## config.mk

```make
export PLATFORM = sky130hd
export DESIGN_NAME = alu_decode_exec
export DESIGN_NICKNAME = d
export VERILOG_FILES = /design/src/rtl/alu_decode_exec_pkg.sv /design/src/rtl/alu_decode_exec_alu_core.sv /design/src/rtl/alu_decode_exec.sv
export SDC_FILE = /design/constraint.sdc
export NUM_CORES = 1
export LEC_CHECK = 0
export CAP_MARGIN = 20
export CORE_MARGIN = 1
export CORE_UTILIZATION = 57
export DETAILED_ROUTE_END_ITERATION = 10
export GPL_ROUTABILITY_DRIVEN = 1
export PLACE_DENSITY = 0.95
export SLEW_MARGIN = 30
export SYNTH_ARGS = -nofsm -noshare
export SYNTH_HDL_FRONTEND = slang
export SYNTH_SLANG_ARGS = --single-unit
```

## constraint.sdc

```tcl
create_clock -name clk -period 6.8 [get_ports clk]
set_input_delay 0.68 -clock clk [delete_from_list [all_inputs] [get_ports clk]]
set_output_delay 0.68 -clock clk [all_outputs]
set_load 0.01 [all_outputs]
```

## src/rtl/alu_decode_exec_pkg.sv

```systemverilog
// Shared constants and helpers for the decode/ALU-control/ALU slice:
// opcode and funct encodings, 3-bit ALU operation codes, ALUOp encodings
// and the bit layout of the 9-bit control word.
package alu_decode_exec_pkg;

    // ID-stage opcodes (instruction bits [31:26])
    localparam logic [5:0] OP_RTYPE = 6'b000000;
    localparam logic [5:0] OP_LW    = 6'b100011;
    localparam logic [5:0] OP_SW    = 6'b101011;
    localparam logic [5:0] OP_BEQ   = 6'b000100;
    localparam logic [5:0] OP_BNE   = 6'b000101;
    localparam logic [5:0] OP_J     = 6'b000010;
    localparam logic [5:0] OP_ADDI  = 6'b001000;
    localparam logic [5:0] OP_ANDI  = 6'b001100;
    localparam logic [5:0] OP_ORI   = 6'b001101;

    // R-type funct field encodings
    localparam logic [5:0] FN_ADD = 6'b100000;
    localparam logic [5:0] FN_SUB = 6'b100010;
    localparam logic [5:0] FN_AND = 6'b100100;
    localparam logic [5:0] FN_OR  = 6'b100101;
    localparam logic [5:0] FN_SLT = 6'b101010;

    // 3-bit ALU operation select; 011/100/101 are unused and give 0
    localparam logic [2:0] ALU_AND = 3'b000;
    localparam logic [2:0] ALU_OR  = 3'b001;
    localparam logic [2:0] ALU_ADD = 3'b010;
    localparam logic [2:0] ALU_SUB = 3'b110;
    localparam logic [2:0] ALU_SLT = 3'b111;

    // 2-bit ALUOp carried in the control word
    typedef enum logic [1:0] {
        ALUOP_MEM    = 2'b00,
        ALUOP_BRANCH = 2'b01,
        ALUOP_RTYPE  = 2'b10,
        ALUOP_RSVD   = 2'b11
    } alu_op_e;

    // Control word bit positions
    localparam int CTRL_MEMTOREG = 8;
    localparam int CTRL_REGWRITE = 7;
    localparam int CTRL_BRANCH   = 6;
    localparam int CTRL_MEMREAD  = 5;
    localparam int CTRL_MEMWRITE = 4;
    localparam int CTRL_REGDST   = 3;
    localparam int CTRL_ALUSRC   = 2;
    localparam int CTRL_ALUOP_LO = 0;

    // Assemble a control word from its named fields
    function automatic logic [8:0] make_ctrl(
        input logic       memtoreg,
        input logic       regwrite,
        input logic       branch,
        input logic       memread,
        input logic       memwrite,
        input logic       regdst,
        input logic       alusrc,
        input logic [1:0] aluop
    );
        logic [8:0] w;
        w                         = 9'b0;
        w[CTRL_MEMTOREG]          = memtoreg;
        w[CTRL_REGWRITE]          = regwrite;
        w[CTRL_BRANCH]            = branch;
        w[CTRL_MEMREAD]           = memread;
        w[CTRL_MEMWRITE]          = memwrite;
        w[CTRL_REGDST]            = regdst;
        w[CTRL_ALUSRC]            = alusrc;
        w[CTRL_ALUOP_LO +: 2]     = aluop;
        return w;
    endfunction

endpackage

```

## src/rtl/alu_decode_exec_alu_core.sv

```systemverilog
// 32-bit combinational ALU datapath. A load-use stall (hazard) squashes the
// result to zero so a stalled instruction cannot produce a usable value.
module alu_decode_exec_alu_core
    import alu_decode_exec_pkg::*;
(
    input  logic [31:0] data_a,
    input  logic [31:0] data_b,
    input  logic [2:0]  alu_ctrl,
    input  logic        hazard,
    output logic [31:0] result,
    output logic        zero
);

    logic [31:0] raw_s;

    // Select the ALU operation; unused codes yield zero
    always_comb begin
        raw_s = 32'd0;
        case (alu_ctrl)
            ALU_AND: raw_s = data_a & data_b;
            ALU_OR:  raw_s = data_a | data_b;
            ALU_ADD: raw_s = data_a + data_b;
            ALU_SUB: raw_s = data_a - data_b;
            ALU_SLT: raw_s = ($signed(data_a) < $signed(data_b)) ? 32'd1 : 32'd0;
            default: raw_s = 32'd0;
        endcase
    end

    // Apply the stall squash and derive the zero flag
    always_comb begin
        if (hazard) begin
            result = 32'd0;
        end else begin
            result = raw_s;
        end
        zero = (result == 32'd0);
    end

endmodule

```

## src/rtl/alu_decode_exec.sv

```systemverilog
// ID-stage opcode decode, one-cycle-delayed immediate/load-store flags for
// the EX stage, ALU-control selection and the ALU datapath.
module alu_decode_exec
    import alu_decode_exec_pkg::*;
(
    input  logic        clk,
    input  logic        reset,
    input  logic [5:0]  opcode,
    input  logic [5:0]  funct,
    input  logic [1:0]  alu_op,
    input  logic [31:0] data_a,
    input  logic [31:0] data_b,
    input  logic        hazard,
    output logic [8:0]  ctrl_out,
    output logic        jmp,
    output logic        bne,
    output logic        immediate,
    output logic        andi,
    output logic        ori,
    output logic        addi,
    output logic        ls,
    output logic        ls_d,
    output logic [2:0]  alu_ctrl,
    output logic [31:0] result,
    output logic        zero
);

    logic andi_d_r;
    logic ori_d_r;
    logic addi_d_r;
    logic ls_d_r;

    // Decode the ID-stage opcode into the control word and opcode flags
    always_comb begin
        ctrl_out  = 9'b0;
        jmp       = 1'b0;
        bne       = 1'b0;
        immediate = 1'b0;
        andi      = 1'b0;
        ori       = 1'b0;
        addi      = 1'b0;
        ls        = 1'b0;
        case (opcode)
            OP_RTYPE: begin
                ctrl_out = make_ctrl(1'b0, 1'b1, 1'b0, 1'b0, 1'b0, 1'b1, 1'b0, ALUOP_RTYPE);
            end
            OP_LW: begin
                ctrl_out  = make_ctrl(1'b1, 1'b1, 1'b0, 1'b1, 1'b0, 1'b0, 1'b1, ALUOP_MEM);
                ls        = 1'b1;
                immediate = 1'b1;
            end
            OP_SW: begin
                ctrl_out  = make_ctrl(1'b0, 1'b0, 1'b0, 1'b0, 1'b1, 1'b0, 1'b1, ALUOP_MEM);
                ls        = 1'b1;
                immediate = 1'b1;
            end
            OP_BEQ: begin
                ctrl_out = make_ctrl(1'b0, 1'b0, 1'b1, 1'b0, 1'b0, 1'b0, 1'b0, ALUOP_BRANCH);
            end
            OP_BNE: begin
                ctrl_out = make_ctrl(1'b0, 1'b0, 1'b1, 1'b0, 1'b0, 1'b0, 1'b0, ALUOP_BRANCH);
                bne      = 1'b1;
            end
            OP_J: begin
                jmp = 1'b1;
            end
            OP_ADDI: begin
                ctrl_out  = make_ctrl(1'b0, 1'b1, 1'b0, 1'b0, 1'b0, 1'b0, 1'b1, ALUOP_MEM);
                immediate = 1'b1;
                addi      = 1'b1;
            end
            OP_ANDI: begin
                ctrl_out  = make_ctrl(1'b0, 1'b1, 1'b0, 1'b0, 1'b0, 1'b0, 1'b1, ALUOP_MEM);
                immediate = 1'b1;
                andi      = 1'b1;
            end
            OP_ORI: begin
                ctrl_out  = make_ctrl(1'b0, 1'b1, 1'b0, 1'b0, 1'b0, 1'b0, 1'b1, ALUOP_MEM);
                immediate = 1'b1;
                ori       = 1'b1;
            end
            default: begin
                ctrl_out = 9'b0;
            end
        endcase
    end

    // Carry the immediate/load-store flags into the EX stage; reset wins
    always_ff @(posedge clk) begin
        if (reset) begin
            andi_d_r <= 1'b0;
            ori_d_r  <= 1'b0;
            addi_d_r <= 1'b0;
            ls_d_r   <= 1'b0;
        end else begin
            andi_d_r <= andi;
            ori_d_r  <= ori;
            addi_d_r <= addi;
            ls_d_r   <= ls;
        end
    end

    assign ls_d = ls_d_r;

    // Pick the ALU operation: EX-stage immediate flags override ALUOp/funct
    always_comb begin
        alu_ctrl = ALU_ADD;
        if (andi_d_r) begin
            alu_ctrl = ALU_AND;
        end else if (ori_d_r) begin
            alu_ctrl = ALU_OR;
        end else if (addi_d_r || ls_d_r) begin
            alu_ctrl = ALU_ADD;
        end else begin
            case (alu_op)
                ALUOP_MEM:    alu_ctrl = ALU_ADD;
                ALUOP_BRANCH: alu_ctrl = ALU_SUB;
                ALUOP_RSVD:   alu_ctrl = ALU_ADD;
                ALUOP_RTYPE: begin
                    case (funct)
                        FN_ADD:  alu_ctrl = ALU_ADD;
                        FN_SUB:  alu_ctrl = ALU_SUB;
                        FN_AND:  alu_ctrl = ALU_AND;
                        FN_OR:   alu_ctrl = ALU_OR;
                        FN_SLT:  alu_ctrl = ALU_SLT;
                        default: alu_ctrl = ALU_ADD;
                    endcase
                end
                default:      alu_ctrl = ALU_ADD;
            endcase
        end
    end

    alu_decode_exec_alu_core u_alu_core (
        .data_a   (data_a),
        .data_b   (data_b),
        .alu_ctrl (alu_ctrl),
        .hazard   (hazard),
        .result   (result),
        .zero     (zero)
    );

endmodule

```

==> qor.csv <==
metric,value,unit
status,"finished, final reports clean",
busiest_layer,met2,
synthTopCellsByArea,"ha_1, a21oi_1, inv_1",
cap_viol_max_count,0,
setup_viol,0,
slew_headroom,0.343,
hold_depth,2,
async_reset_ff_frac,0,
drive_gt1_frac,0.0422,
drtAntennaViolNets,0,
cts-resized-gates,0,
nNetsFinal,1131,
ys_seq_area_frac,0.0142,
grt_pass1_wl,32100,um
multi_input_area,0.00493,sq mm
drtIter0Drc,901,
ff_latch_area,80.1,sq um
dr.pass1.iters,7,
p_leak,0.00303,uW
synth_flop_cell,dfxtp_1,
grt_max_degree,27,
cts.path.max_buffers,2,
grt_setup_unrepaired,false,
synth_top_area_cell,ha_1,
cts_hold_buf,0,
grtUsageTotal,0.391,
via_per_inst,6.55,
drc,0,
use_met1,0.510,
required,6.12,ns
final_util,0.739,
critPathArrivalTime,5.83,ns
gp_congestion,1.05,
worst-slew-pin-transition,0.982,ns
cts_buffers,3,
timing.final.crit_share,0.957,
grt_pass1_vias,6556,
critPathLaunchType,input pin,
cts_tree,built,
area_delta_synth_final,23.3,%
ys_seq_elements,4,
rows,35,
syn_area_per_cell,6.63,sq um
met2_usage,0.639,
timing.hold.ws,1.10,ns
antenna_found_initial,0,
antennaDiodeCount,0,
routed_wl,20300,um
synth_area,0.00564,sq mm
dp_hpwl,16300,um
route.vias.total,7049,
gr-total-overflow,0,
fill_cells,780,
pin_count,134,
die-width,101,um
yosysWarnings,0,
cts.clk_slew.worst_paths,0.03,ns
power.density,109,mW/mm^2
clk_root_buffer_cell,clkbuf_8,
die_area,0.0103,sq mm
slowest_stage,a2111oi_1,
fin_cells,1077,
hp-class,input pin to register,
whs_endpoint,addi_d_r,
crit_family,compound AO/OA/AOI/OAI gates,
ir_drop,0.0620,mV
cts.sinks,4,
wire_per_inst,18.9,um
critPathBufInv,2,
holdCritStartpoint,reset,
post_cts_buffers,0,
path_class,input pin to primary output,
crit_chain,clkdlybuf4s50_1 > ha_1 > fa_1 > a211oi_1 > o211ai_1 > a2111oi_1 > nor2_1 > a22oi_1 > xnor2_1 > o21ai_0 > nor2_1 > nor4b_1 > nand4_1 > nor4_2 > clkdlybuf4s50_1,
ys_types,79,
period_needed,6.51,ns
core-area,0.00942,sq mm
finalHoldViolCount,0,
fmax,0.154,GHz
drv_slew,0,
fin_tns_setup,0,ns
yosysTopAreaCellShare,0.217,
endpoint_kind,primary output,
dp_cells,1074,
io_buffers,133,
worst_path_largest_cell_delay,0.70,ns
start_util,0.599,
htreeDepth,1,
use_met3,0.0656,
synth_cells,851,
synth_edf_count,0,
path_max_fanout,4,
die_h,101,um
syn_nets,1032,
[worst max path at each step]
stage	start	endpoint	slack, ns	cells past startpoint
final	data_b[0]	zero	0.29	15
after global placement	data_b[0]	zero	0.42	15
after global routing	data_b[0]	zero	0.008	15
after detailed placement	data_b[0]	zero	0.44	15
after floorplan	data_a[0]	zero	2.35	13
after CTS	data_b[0]	zero	0.40	15
[cell usage in the layout (no fill, tap or decap), types with 6 or more instances in the layout]
master / n
o21ai_0: 52
a21o_1: 15
and2_1: 10
nand2b_1: 6
buf_4: 6
nor4_1: 9
o21bai_1: 8
nor2_1: 80
a211oi_1: 24
ha_1: 98
nand3_1: 15
nor2b_1: 11
xnor2_1: 24
inv_2: 6
a31oi_1: 19
clkdlybuf4s50_1: 133
a21oi_1: 84
nor3b_1: 6
o31ai_1: 7
o211ai_1: 18
nand2_1: 70
inv_1: 91
nor3_1: 27
[power by group]
group / leakage [uW] / switching (uW) / internal [uW]
sequential: 0.0000323 / 0.202 / 23.8
clock: 0.0000216 / 13.5 / 37.8
combinational: 0.00298 / 403 / 280
[registers in the layout, summed over array words and instances, names as in the netlist]
register / cells
addi_d_r: 1
andi_d_r: 1
ls_d: 1
ori_d_r: 1
[area by class of cell]
| class | instances | area share |
|---|---|---|
| well taps | 129 | 0.0232 |
| repair buffers | 139 | 0.198 |
| flip-flops and latches | 4 | 0.0115 |
| clock buffers | 3 | 0.00593 |
| inverters | 98 | 0.0529 |
| multi-input cells | 704 | 0.709 |
[cell families after synthesis]
family	after synthesis	share of synthesized area
AO/OA/AOI/OAI	304	0.365
AND/OR/NAND/NOR	267	0.231
buffers and inverters	143	0.112
adder cells (fa/ha/maj)	100	0.224
XOR/XNOR	29	0.0450
multiplexers	4	0.00754
flip-flops	4	0.0142
[metal layers]
layer  vias up  part of all wire
li1       3262                 -
met5         -                 0
met4         0             0.040
met3        87              0.12
met1      3167              0.40
met2       533              0.44
[Yosys cell counts (all sizes together) (10+ instances only)]
cell type,instances
nor2,83
o21ai,57
and2,10
nand3,15
a21oi,85
a211oi,28
nand2,71
nor3,27
xnor2,24
buf,36
inv,97
a21o,15
ha,98
o211ai,18
nor2b,11
nor4,12
a31oi,19
[stage by stage]
stage	setup slack [ns]	instance area, sq um	total power, uW
global route	0.00791	6960	804
global placement	0.422	6910	674
detailed placement	0.445	6910	679
finish	0.292	6960	758
CTS	0.401	6950	735
floorplan	2.35	5640	450
No activity file was read; power rests on OpenSTA's default activity.
